**src/rtl/hex_uart_tx.sv**
```systemverilog
// Serial debug tap: whenever the monitored 16-bit bus changes, send it as four
// uppercase ASCII hex digits plus CR LF over an 8N1 UART line (LSB first).
module hex_uart_tx #(
    parameter int CLKS_PER_BIT = 434,
    parameter int DATA_WIDTH   = 16
) (
    input  logic                  clk,
    input  logic                  rst,
    input  logic [DATA_WIDTH-1:0] data_in,
    output logic                  tx,
    output logic                  busy,
    output logic [7:0]            frames_sent
);

    localparam int BAUD_W = (CLKS_PER_BIT > 1) ? $clog2(CLKS_PER_BIT) : 1;
    localparam logic [BAUD_W-1:0] BAUD_LAST = BAUD_W'(CLKS_PER_BIT - 1);

    typedef enum logic [1:0] {
        ST_IDLE  = 2'd0,
        ST_START = 2'd1,
        ST_DATA  = 2'd2,
        ST_STOP  = 2'd3
    } state_t;

    state_t                state_r,     state_s;
    logic [BAUD_W-1:0]     baud_r,      baud_s;
    logic [2:0]            bit_r,       bit_s;
    logic [2:0]            byte_r,      byte_s;
    logic [DATA_WIDTH-1:0] frame_val_r, frame_val_s;
    logic [DATA_WIDTH-1:0] last_sent_r, last_sent_s;
    logic [7:0]            frames_s;
    logic [7:0]            char_s;
    logic                  tx_s;
    logic                  busy_s;
    logic                  baud_end_s;

    function automatic logic [7:0] hex_ascii(input logic [3:0] nib);
        logic [7:0] c;
        if (nib < 4'd10) begin
            c = 8'h30 + {4'h0, nib};
        end else begin
            c = 8'h37 + {4'h0, nib};
        end
        return c;
    endfunction

    function automatic logic [7:0] frame_char(input logic [15:0] val, input logic [2:0] idx);
        logic [7:0] c;
        case (idx)
            3'd0:    c = hex_ascii(val[15:12]);
            3'd1:    c = hex_ascii(val[11:8]);
            3'd2:    c = hex_ascii(val[7:4]);
            3'd3:    c = hex_ascii(val[3:0]);
            3'd4:    c = 8'h0D;
            3'd5:    c = 8'h0A;
            default: c = 8'h0A;
        endcase
        return c;
    endfunction

    // Next-state, counters and the next value of every registered output.
    always_comb begin
        state_s     = state_r;
        baud_s      = baud_r;
        bit_s       = bit_r;
        byte_s      = byte_r;
        frame_val_s = frame_val_r;
        last_sent_s = last_sent_r;
        frames_s    = frames_sent;
        char_s      = 8'h00;
        tx_s        = 1'b1;
        busy_s      = 1'b0;
        baud_end_s  = (baud_r == BAUD_LAST);

        case (state_r)
            ST_IDLE: begin
                baud_s = {BAUD_W{1'b0}};
                bit_s  = 3'd0;
                byte_s = 3'd0;
                if (data_in != last_sent_r) begin
                    frame_val_s = data_in;
                    last_sent_s = data_in;
                    state_s     = ST_START;
                end else begin
                    state_s = ST_IDLE;
                end
            end
            ST_START: begin
                if (baud_end_s) begin
                    baud_s  = {BAUD_W{1'b0}};
                    bit_s   = 3'd0;
                    state_s = ST_DATA;
                end else begin
                    baud_s = baud_r + BAUD_W'(1);
                end
            end
            ST_DATA: begin
                if (baud_end_s) begin
                    baud_s = {BAUD_W{1'b0}};
                    if (bit_r == 3'd7) begin
                        state_s = ST_STOP;
                    end else begin
                        bit_s = bit_r + 3'd1;
                    end
                end else begin
                    baud_s = baud_r + BAUD_W'(1);
                end
            end
            ST_STOP: begin
                if (baud_end_s) begin
                    baud_s = {BAUD_W{1'b0}};
                    if (byte_r == 3'd5) begin
                        byte_s   = 3'd0;
                        frames_s = frames_sent + 8'd1;
                        state_s  = ST_IDLE;
                    end else begin
                        byte_s  = byte_r + 3'd1;
                        state_s = ST_START;
                    end
                end else begin
                    baud_s = baud_r + BAUD_W'(1);
                end
            end
            default: begin
                state_s = ST_IDLE;
            end
        endcase

        // Outputs are decoded from the next state so tx/busy can be registered
        // without adding latency beyond the latching edge.
        case (state_s)
            ST_START: tx_s = 1'b0;
            ST_DATA: begin
                char_s = frame_char(frame_val_s, byte_s);
                tx_s   = char_s[bit_s];
            end
            ST_STOP:  tx_s = 1'b1;
            default:  tx_s = 1'b1;
        endcase
        busy_s = (state_s != ST_IDLE);
    end

    // State, counters and registered outputs; reset aborts any frame at once.
    always_ff @(posedge clk or posedge rst) begin
        if (rst) begin
            state_r     <= ST_IDLE;
            baud_r      <= {BAUD_W{1'b0}};
            bit_r       <= 3'd0;
            byte_r      <= 3'd0;
            frame_val_r <= {DATA_WIDTH{1'b0}};
            last_sent_r <= {DATA_WIDTH{1'b0}};
            frames_sent <= 8'd0;
            tx          <= 1'b1;
            busy        <= 1'b0;
        end else begin
            state_r     <= state_s;
            baud_r      <= baud_s;
            bit_r       <= bit_s;
            byte_r      <= byte_s;
            frame_val_r <= frame_val_s;
            last_sent_r <= last_sent_s;
            frames_sent <= frames_s;
            tx          <= tx_s;
            busy        <= busy_s;
        end
    end

endmodule

```
**config.mk**
```make
export PLATFORM = sky130hd
export DESIGN_NAME = hex_uart_tx
export DESIGN_NICKNAME = d
export VERILOG_FILES = /design/src/rtl/hex_uart_tx.sv
export SDC_FILE = /design/constraint.sdc
export NUM_CORES = 1
export LEC_CHECK = 0
export ABC_AREA = 1
export CAP_MARGIN = 20
export CORE_ASPECT_RATIO = 0.5
export CORE_UTILIZATION = 25
export DETAILED_ROUTE_END_ITERATION = 12
export PLACE_DENSITY_LB_ADDON = 0.08
export SETUP_SLACK_MARGIN = 0.05
export SKIP_LAST_GASP = 1
export SYNTH_ARGS = -nofsm -noshare
export SYNTH_HDL_FRONTEND = slang
export SYNTH_SLANG_ARGS = --single-unit
```
**constraint.sdc**
```tcl
create_clock -name clk -period 2.5 [get_ports clk]
set_input_delay 0.625 -clock clk [delete_from_list [all_inputs] [get_ports clk]]
set_output_delay 0.625 -clock clk [all_outputs]
set_load 0.02 [all_outputs]
```
==> results by group, run 1 <==
Timing
  • Pins Over Slew Limit: 0
  • Worst clock skew: 0.00967 ns
  • Worst setup margin: 0.0688 ns
  • FMAX: 411 MHz
  • Slew @ Worst Pin: 0.374 ns
  • Final Hold Fails: 0
  • Rel. slew slack: 75.1%
  • RSZ-0062 raised after global routing: true
  • WHS: 0.468 ns
  • # setup viols final: 0
  • Minimum clock period: 2.43 ns
  • Final worst-path cycle share: 97.2%

Routing
  • Total routed wirelength: 9.41 mm
  • Remaining DRCs: 0
  • Wire per inst: 11.7 um
  • Post-route antenna net violation count: 0
  • Routed vias/inst: 4.12
  • Vias: 3307
  • Initial DRC Count: 142
  • Drt pass-1 iters: 4

Synthesis
  • Most instantiated cells after synthesis: 164 x nand2_1, 71 x inv_1, 58 x dfrtp_1
  • Mean Syn Cell Area: 7.27 um^2
  • Most instantiated library cell after synthesis: nand2_1
  • Leading area contributor after synthesis: dfrtp_1
  • Synth Flop Type: dfrtp_1
  • EDFF count, synth: 0
  • Ys Warns: 0
  • Top post-synthesis cells by area: dfrtp_1 41%, nand2_1 17%, inv_1 7.4%
  • Post-Syn Area: 3580 um^2
  • Register area share after synthesis: 41.3%
  • Post-synth ARST share: 100%
  • Synth top area share: 40.5%
  • Syn Nets: 520
  • Synth cell types: 39
  • #FFs+latches synth: 59
  • Post-Synthesis Cells: 493

Floorplanning
  • Initial Utilization: 26.0%
  • Die H: 86.6 um
  • Rows: 30
  • # IOs: 28
  • Total die area: 14800 um^2
  • Die width: 171 um
  • Core area: 13800 um^2

Worst setup path
  • Worst Setup End Kind: flip-flop
  • CP max stage delay: 0.21 ns
  • Cell mode on critical path: nand2_1
  • Worst R2R Start: state_r[0]
  • CP Max Fanout: 7
  • Startpoint Class: input pin
  • Max stage delay cell, worst path: clkdlybuf4s15_1
  • Crit path DAT: 2.68 ns
  • CP required: 2.75 ns
  • Crit Path Class: in2reg
  • Worst setup path start: data_in[11]

Global routing
  • Largest net degree at the start of global routing: 30
  • First-pass GRT wire length: 16.1 mm
  • Initial antenna violation count: 0
  • Vias in the first global route: 3267
  • GRT overflow: 0
  • Gr usage total: 14.3%

Clocking
  • CTS root buffer: clkbuf_16
  • CTS tree: done
  • CTS buffer count: 9
  • Clock transition at the registers of the reported paths: 0.05 ns
  • Clock Latency Late Sink: 0.33 ns
  • Clock Tree Buf Depth: 2
  • H-tree depth: 3
  • # clock sinks: 59

Power
  • Leak: 2.58 nW
  • Power Dens Cells: 445 nW/um^2
  • VDD IR-drop max: 0.000209 V
  • Power Total: 0.00229 W

Layout
  • FILL cells: 1467
  • Post-route cell area: 5150 um^2
  • Layout cell share with drive strength beyond 1: 30.4%
  • Final #Nets: 634
  • Diodes inserted: 0
  • Layout area overhead: 43.9%

Place
  • Final Wtd Congestion: 0.801
  • Dpl ws: -0.749 ns
  • Dpl cell area: 4570 um^2
  • Post-DP HPWL: 7.11 mm
  • Port bufs: 27

Run
  • Max cap viols: 0

Min path
  • Worst hold path class: reg2reg
  • Worst hold start: frames_sent[7]

Run status
  • Status: finished, final reports clean
state kept, by name, summed over array words and instances (netlist names):
| register | cells |
|---|---|
| state_r | 2 |
| tx | 1 |
| last_sent_r | 16 |
| frame_val_r | 16 |
| busy | 1 |
| frames_sent | 8 |
| baud_r | 9 |
| bit_r | 3 |
| byte_r | 3 |
routing by layer:
metal	vias to the layer above	global-route usage (%)	routed length (um)	share of wire, %
met5	-	0	0	0
met4	0	5.03	121	1.3
met3	9	3.52	235	2.5
met2	32	21.9	3950	42
met1	1504	19.5	5100	54
li1	1762	-	-	-
layout make-up:
class                   instances  area [um^2]  share of cell area, %
clock buffers                  13          260                   5.05
clock inverters                 2         35.0                  0.680
well taps                     192          240                   4.66
inverters                      84          327                   6.34
multi-input cells             344         1890                   36.6
flip-flops and latches         59         1480                   28.7
repair buffers                109          926                   18.0
final timing paths:
check                                       end  slack [ns]  depth (start not counted)
worst min-delay path             frames_sent[7]        0.47                          1
min in group asynchronous              bit_r[0]        0.60                          2
worst min register to register   frames_sent[7]        0.47                          1
worst max register to register               tx        0.13                         18
max in group asynchronous       frame_val_r[12]        1.41                          3
worst max-delay path                         tx        0.07                         25
timing repair:
action	CTS	global route
buffers inserted	16	2
hold buffers	0	0
endpoints found under the setup margin	1	1
resized for setup	82	16
pin swaps	35	12
critical path: cells and delay by family:
family | cells | cell delay (ns)
compound gates | 1 | 0.09
buf+inv | 3 | 0.42
simple gates | 21 | 1.55
placed cells by master, fill, tap and decap left out, types with 3 or more instances in the layout:
cell / Yosys / layout
a21oi_1: 10 / 8
o21ai_0: 22 / 20
buf_4: 1 / 75
o21ai_1: 3 / 3
clkdlybuf4s50_1: 0 / 11
inv_2: 8 / 9
nor2_1: 37 / 32
nand3_1: 29 / 26
inv_1: 71 / 68
nor2_2: 5 / 10
xor2_1: 5 / 5
clkbuf_16: 0 / 9
buf_6: 1 / 3
o22ai_1: 3 / 3
nor2_4: 4 / 4
nand2_2: 12 / 22
nand2_4: 5 / 10
dfrtp_1: 58 / 58
nand4_1: 7 / 7
o21ai_2: 2 / 4
ha_1: 9 / 7
buf_12: 0 / 4
nor3_1: 7 / 7
clkdlybuf4s15_1: 0 / 3
nand3_2: 2 / 5
a21oi_2: 1 / 3
clkinv_1: 3 / 3
buf_2: 2 / 6
nand2_1: 164 / 149
xnor2_1: 5 / 5
clkdlybuf4s15_2: 0 / 7
power breakdown:
group / leakage, nW / total (W) / switching (W) / internal, W
combinational: 1.72 / 0.0000891 / 0.0000487 / 0.0000404
sequential: 0.712 / 0.000956 / 0 / 0.000956
clock: 0.146 / 0.00125 / 0.000429 / 0.000819
metrics by stage:
| step | TNS (ns) | utilization, % | std cells |
|---|---|---|---|
| final | 0 | 37.4 | 803 |
| after global routing | -0.137 | 37.4 | 803 |
| after CTS | 0 | 37.0 | 801 |
| after detailed placement | -1.07 | 33.2 | 770 |
| after global placement | -1.35 | 33.2 | 770 |
| after floorplan | 0 | - | 493 |
kinds of logic after synthesis:
kind of cell | after synthesis | share of synthesized area, %
compound gates | 49 | 8.28
buf+inv | 90 | 9.92
flops | 59 | 41.3
xor+xnor | 10 | 2.44
simple gates | 276 | 35.0
fa+ha+maj | 9 | 3.14
(Power assumes the default switching activity.)
==> run 2: changes to the inputs <==
ABC_AREA = not set   (was 1)
CORE_MARGIN = 5   (was not set)
==> results by group, run 2 <==
Timing
  • Pins Over Slew Limit: 0
  • Final Hold Fails: 0
  • Minimum clock period: 2.75 ns
  • Worst setup margin: -0.248 ns
  • FMAX: 364 MHz
  • Slew @ Worst Pin: 0.706 ns
  • Rel. slew slack: 52.3%
  • Worst clock skew: 0.00663 ns
  • # setup viols final: 1
  • RSZ-0062 raised after global routing: true
  • Final worst-path cycle share: 110%

Clocking
  • CTS root buffer: clkbuf_16
  • Clock transition at the registers of the reported paths: 0.05 ns
  • Cts hold-fix bufs: 0
  • H-tree depth: 3
  • CTS buffer count: 9
  • # clock sinks: 59
  • CTS tree: done
  • Clock Latency Late Sink: 0.33 ns
  • Clock Tree Buf Depth: 2

Layout
  • Final #Nets: 519
  • FILL cells: 1423
  • Layout cell share with drive strength beyond 1: 28.0%
  • Multi-input logic area: 2040 um^2
  • Diodes inserted: 0
  • Layout area overhead: 42.2%
  • Most frequent cells in the layout: 90 x nand2_1, 74 x buf_4, 58 x dfrtp_1, 26 x nor2_1, 17 x xnor2_1
  • Top flop regs: frame_val_r x16, last_sent_r x16, baud_r x9
  • Most common library cell in the layout ignoring fill and taps: nand2_1
  • Register Area: 1480 um^2
  • Fin util: 36.6%

Run
  • Max cap viols: 0

Synthesis
  • Ys Warns: 0
  • Register area share after synthesis: 42.1%
  • EDFF count, synth: 0
  • Synth cell types: 62
  • Post-Syn Area: 3510 um^2
  • Synth top area share: 41.3%
  • Most instantiated cells after synthesis: 91 x nand2_1, 58 x dfrtp_1, 27 x xnor2_1
  • Top post-synthesis cells by area: dfrtp_1 41%, nand2_1 9.7%, xnor2_1 6.7%
  • Synth Flop Type: dfrtp_1
  • Post-Synthesis Cells: 386
  • Post-synth ARST share: 100%
  • Leading area contributor after synthesis: dfrtp_1
  • Most instantiated library cell after synthesis: nand2_1
  • Mean Syn Cell Area: 9.10 um^2
  • #FFs+latches synth: 59
  • Syn Nets: 413

Global routing
  • GR Util met1: 17.2%
  • GRT overflow: 0
  • Largest net degree at the start of global routing: 27
  • First-pass GRT wire length: 16.4 mm
  • Vias in the first global route: 3136
  • Gr usage total: 12.5%
  • GR Util met3: 2.98%
  • Most crowded layer after global routing: met2
  • Initial antenna violation count: 0
  • Met2 Use GR: 19.3%

Power
  • VDD IR-drop max: 0.000288 V
  • Power Dens Cells: 463 nW/um^2
  • Power Total: 0.00231 W
  • Leak: 2.46 nW

Place
  • Dpl ws: -1.32 ns
  • Port bufs: 27
  • Final Wtd Congestion: 0.848
  • Post-DP HPWL: 7.65 mm

Worst setup path
  • Crit Path Class: in2reg
  • Worst Setup End Kind: flip-flop
  • Worst Reg2Reg Path Length in Cells: 10
  • CP Max Fanout: 10
  • Worst R2R Start: last_sent_r[9]
  • FF-to-FF End: tx
  • Crit path DAT: 2.98 ns
  • Startpoint Class: input pin
  • R2R Setup Slk: -0.20 ns
  • CP required: 2.74 ns

Floorplanning
  • Total die area: 16700 um^2
  • Initial Utilization: 25.7%
  • Die width: 178 um
  • Rows: 30
  • # IOs: 28
  • Die H: 93.8 um
  • Core area: 13700 um^2

Run status
  • Status: complete, but fails checks
  • Violated checks: setup timing

Routing
  • Wire per inst: 14.2 um
  • Vias: 3121
  • Routed vias/inst: 4.53
  • Remaining DRCs: 0
  • Post-route antenna net violation count: 0
  • Total routed wirelength: 9.76 mm
  • Initial DRC Count: 133
  • Drt pass-1 iters: 6

Min path
  • Hold worst-path end: frames_sent[7]
  • Worst hold path class: reg2reg
  • Hold depth: 1
  • Worst hold start: frames_sent[7]
-- run 2: cell types whose count changed in the layout (fill, tap and decap cells not counted), sizes merged, moves of 7 or more --
cell	previous run	this run
xnor2	5	27
xor2	5	15
nand3	31	11
mux2i	0	15
nand2	181	92
inv	80	16
o21ai	29	17
nor2	47	26
nand2b	0	7
-- run 2: area by class of cell --
class | instances | share of cell area (%)
tap | 192 | 4.81
clock inverter | 5 | 1.05
inverter | 16 | 1.20
multi-input combinational | 300 | 40.9
clock buffer | 11 | 4.86
sequential | 59 | 29.6
timing repair buffer | 106 | 17.6
-- run 2: repair_timing --
action	4_1_cts	5_1_grt
resized for setup	68	2
pin swaps	24	1
endpoints found under the setup margin	34	2
setup buffers	6	0
-- run 2: where the power goes --
part	switching (W)	total, W	internal (W)
clock	0.000438	0.00123	0.000793
sequential	0	0.000956	0.000956
combinational	0.0000660	0.000128	0.0000618
total	0.000504	0.00231	0.00181
-- run 2: worst max path at each step --
stage | startpoint | end
final | data_in[12] | tx
after global routing | last_sent_r[9] | tx
after CTS | last_sent_r[9] | tx
after detailed placement | data_in[14] | tx
after global placement | data_in[14] | tx
after floorplan | data_in[7] | tx
-- run 2: cell families after synthesis --
logic type      share of synthesized area (%)
simple gates                             21.8
buf+inv                                  3.24
fa+ha+maj                                3.21
flops                                    42.1
compound gates                           14.3
mux                                      4.91
xor+xnor                                 10.5
-- run 2: per-layer routing --
layer  part of all wire [%]  wire, um  vias to the layer above
met5                      0         0                        -
met1                     51      4940                     1513
met4                    1.2       118                        0
met3                    3.1       298                       11
met2                     45      4400                       39
li1                       -         -                     1558
-- run 2: through the flow --
stage                     setup TNS (ns)  instances  instance area (um^2)  hold WS, ns
after global routing              -0.397        689                  5000        0.482
after global placement            -14.54        667                  4580        0.468
after detailed placement          -15.12        667                  4580        0.466
after floorplan                   -0.235        386                  3570        0.453
after CTS                         -0.233        689                  4990        0.477
final                             -0.248        689                  5000        0.468
-- run 2: worst max-delay path, stage by stage --
cell             delay, ns
clkdlybuf4s15_2       0.19
xnor2_1               0.18
nand4_1               0.16
o41ai_4               0.39
buf_4                 0.18
buf_4                 0.17
mux2i_1               0.11
a22oi_1               0.27
a41oi_2               0.19
a2111oi_4             0.37
o221ai_2              0.14
==> run 3: changes to the inputs <==
ABC_CLOCK_PERIOD_IN_PS = 2500   (was not set)
CORE_UTILIZATION = 35   (was 25)
GPL_ROUTABILITY_DRIVEN = 0   (was not set)
==> results by group, run 3 (synthesis results as in run 2) <==
Floorplanning
  • Die H: 80.8 um
  • Rows: 25
  • Core area: 9600 um^2
  • Total die area: 12300 um^2
  • Initial Utilization: 36.6%
  • Die width: 152 um
  • # IOs: 28

Layout
  • Layout area overhead: 40.9%
  • Fin util: 51.5%
  • Top flop regs: frame_val_r x16, last_sent_r x16, baud_r x9
  • Layout cell share with drive strength beyond 1: 29.8%
  • Fin cells: 628
  • Most common library cell in the layout ignoring fill and taps: nand2_1
  • Register Area: 1480 um^2
  • Post-route cell area: 4950 um^2
  • FILL cells: 892
  • Multi-input logic area: 2100 um^2
  • Final #Nets: 515
  • Diodes inserted: 0
  • Most frequent cells in the layout: 91 x nand2_1, 67 x buf_4, 58 x dfrtp_1, 26 x nor2_1, 16 x o21ai_0

Clocking
  • CTS root buffer: clkbuf_16
  • Clock transition at the registers of the reported paths: 0.05 ns
  • Cts hold-fix bufs: 0
  • CTS buffer count: 9
  • CTS tree: done
  • Clock Latency Late Sink: 0.33 ns
  • Clock Tree Buf Depth: 2
  • H-tree depth: 3
  • # clock sinks: 59

Min path
  • Worst hold path class: reg2reg
  • Worst hold start: frames_sent[7]

Worst setup path
  • FF-to-FF End: tx
  • R2R Setup Slk: -0.17 ns
  • Startpoint Class: input pin
  • Worst Setup End Kind: flip-flop
  • Worst setup path start: data_in[8]
  • Crit Path Class: in2reg
  • Crit path DAT: 2.92 ns
  • Worst Reg2Reg Path Length in Cells: 12
  • Worst R2R Start: last_sent_r[4]
  • CP Max Fanout: 6
  • Critical path capture point: tx
  • CP required: 2.74 ns

Routing
  • Routed vias/inst: 4.97
  • Total routed wirelength: 9.18 mm
  • Wire per inst: 14.6 um
  • Post-route antenna net violation count: 0
  • Remaining DRCs: 0
  • Vias: 3124
  • Drt pass-1 iters: 4
  • Initial DRC Count: 212

Run status
  • Violated checks: setup timing
  • Status: complete, but fails checks

Timing
  • Setup TNS Final: -0.182 ns
  • Minimum clock period: 2.68 ns
  • Rel. slew slack: 61.7%
  • FMAX: 373 MHz
  • Worst setup margin: -0.182 ns
  • Final Hold Fails: 0
  • # setup viols final: 1
  • Final worst-path cycle share: 107%
  • Worst clock skew: 0.00636 ns
  • Slew @ Worst Pin: 0.567 ns
  • RSZ-0062 raised after global routing: true
  • Pins Over Slew Limit: 0

Place
  • Port bufs: 27
  • Dpl cell area: 4440 um^2
  • Placed insts: 600
  • Post-DP HPWL: 6.77 mm

Power
  • Power Total: 0.00236 W
  • Leak: 2.43 nW
  • Power Dens Cells: 477 nW/um^2
  • VDD IR-drop max: 0.000462 V

Global routing
  • First-pass GRT wire length: 15.7 mm
  • Initial antenna violation count: 0
  • GRT overflow: 0
  • Gr usage total: 16.2%
  • Largest net degree at the start of global routing: 60
  • Vias in the first global route: 3144

Run
  • Max cap viols: 0
[run 3: changes by cell type in the layout (fill, tap and decap cells not counted), moves of 2 or more]
cell,delta
buf_2,+9
buf_4,-7
clkdlybuf4s15_1,-5
clkdlybuf4s15_2,-5
mux2i_1,-5
clkinv_2,-3
mux2i_2,+3
buf_12,+2
buf_6,+2
clkbuf_8,+2
mux2i_4,+2
xnor2_1,-2
xnor2_2,+2
[run 3: worst min path at each step]
stage	endpoint	cells past startpoint
floorplan	baud_r[0]	1
global placement	frames_sent[7]	1
detailed placement	frames_sent[7]	1
CTS	frames_sent[7]	1
global route	frames_sent[7]	1
finish	frames_sent[7]	1
[run 3: per-stage QoR]
| step | hold slack (ns) | setup WS (ns) |
|---|---|---|
| 3_3_place_gp | 0.464 | -1.13 |
| 4_1_cts | 0.473 | -0.135 |
| 3_5_place_dp | 0.462 | -1.22 |
| 6_report | 0.465 | -0.182 |
| 2_1_floorplan | 0.453 | -0.235 |
| 5_1_grt | 0.499 | -0.303 |
[run 3: cell type report]
type / count / area share, %
clock buffers: 13 / 5.46
clock inverters: 3 / 0.910
inverters: 16 / 1.21
multi-input cells: 300 / 42.4
flip-flops and latches: 59 / 29.9
well taps: 135 / 3.41
repair buffers: 102 / 16.8
[run 3: report_power, final]
group          leakage (nW)  switching [W]  internal (W)  total (W)
logic                  1.49      0.0000650     0.0000563   0.000121
clock network         0.148       0.000429      0.000852    0.00128
registers             0.796              0      0.000956   0.000956
[run 3: timing repair]
item | CTS | global route
setup buffers | 12 | 1
pin swaps | 25 | 10
endpoints found under the setup margin | 33 | 1
gates resized for setup | 93 | 9
[run 3: worst max-delay path: stages]
cell       delay [ns]
buf_2            0.12
xnor2_2          0.17
nand4_1          0.16
o41ai_4          0.39
buf_4            0.19
buf_12           0.11
buf_12           0.11
buf_8            0.12
mux2i_2          0.08
a22oi_2          0.15
a41oi_2          0.17
a2111oi_4        0.38
o221ai_2         0.14
[run 3: metal layers]
metal,global-route usage (%),part of all wire (%)
met5,0,0
met4,4.03,0.48
met3,4.91,3.4
met2,25.4,45
met1,22.2,51
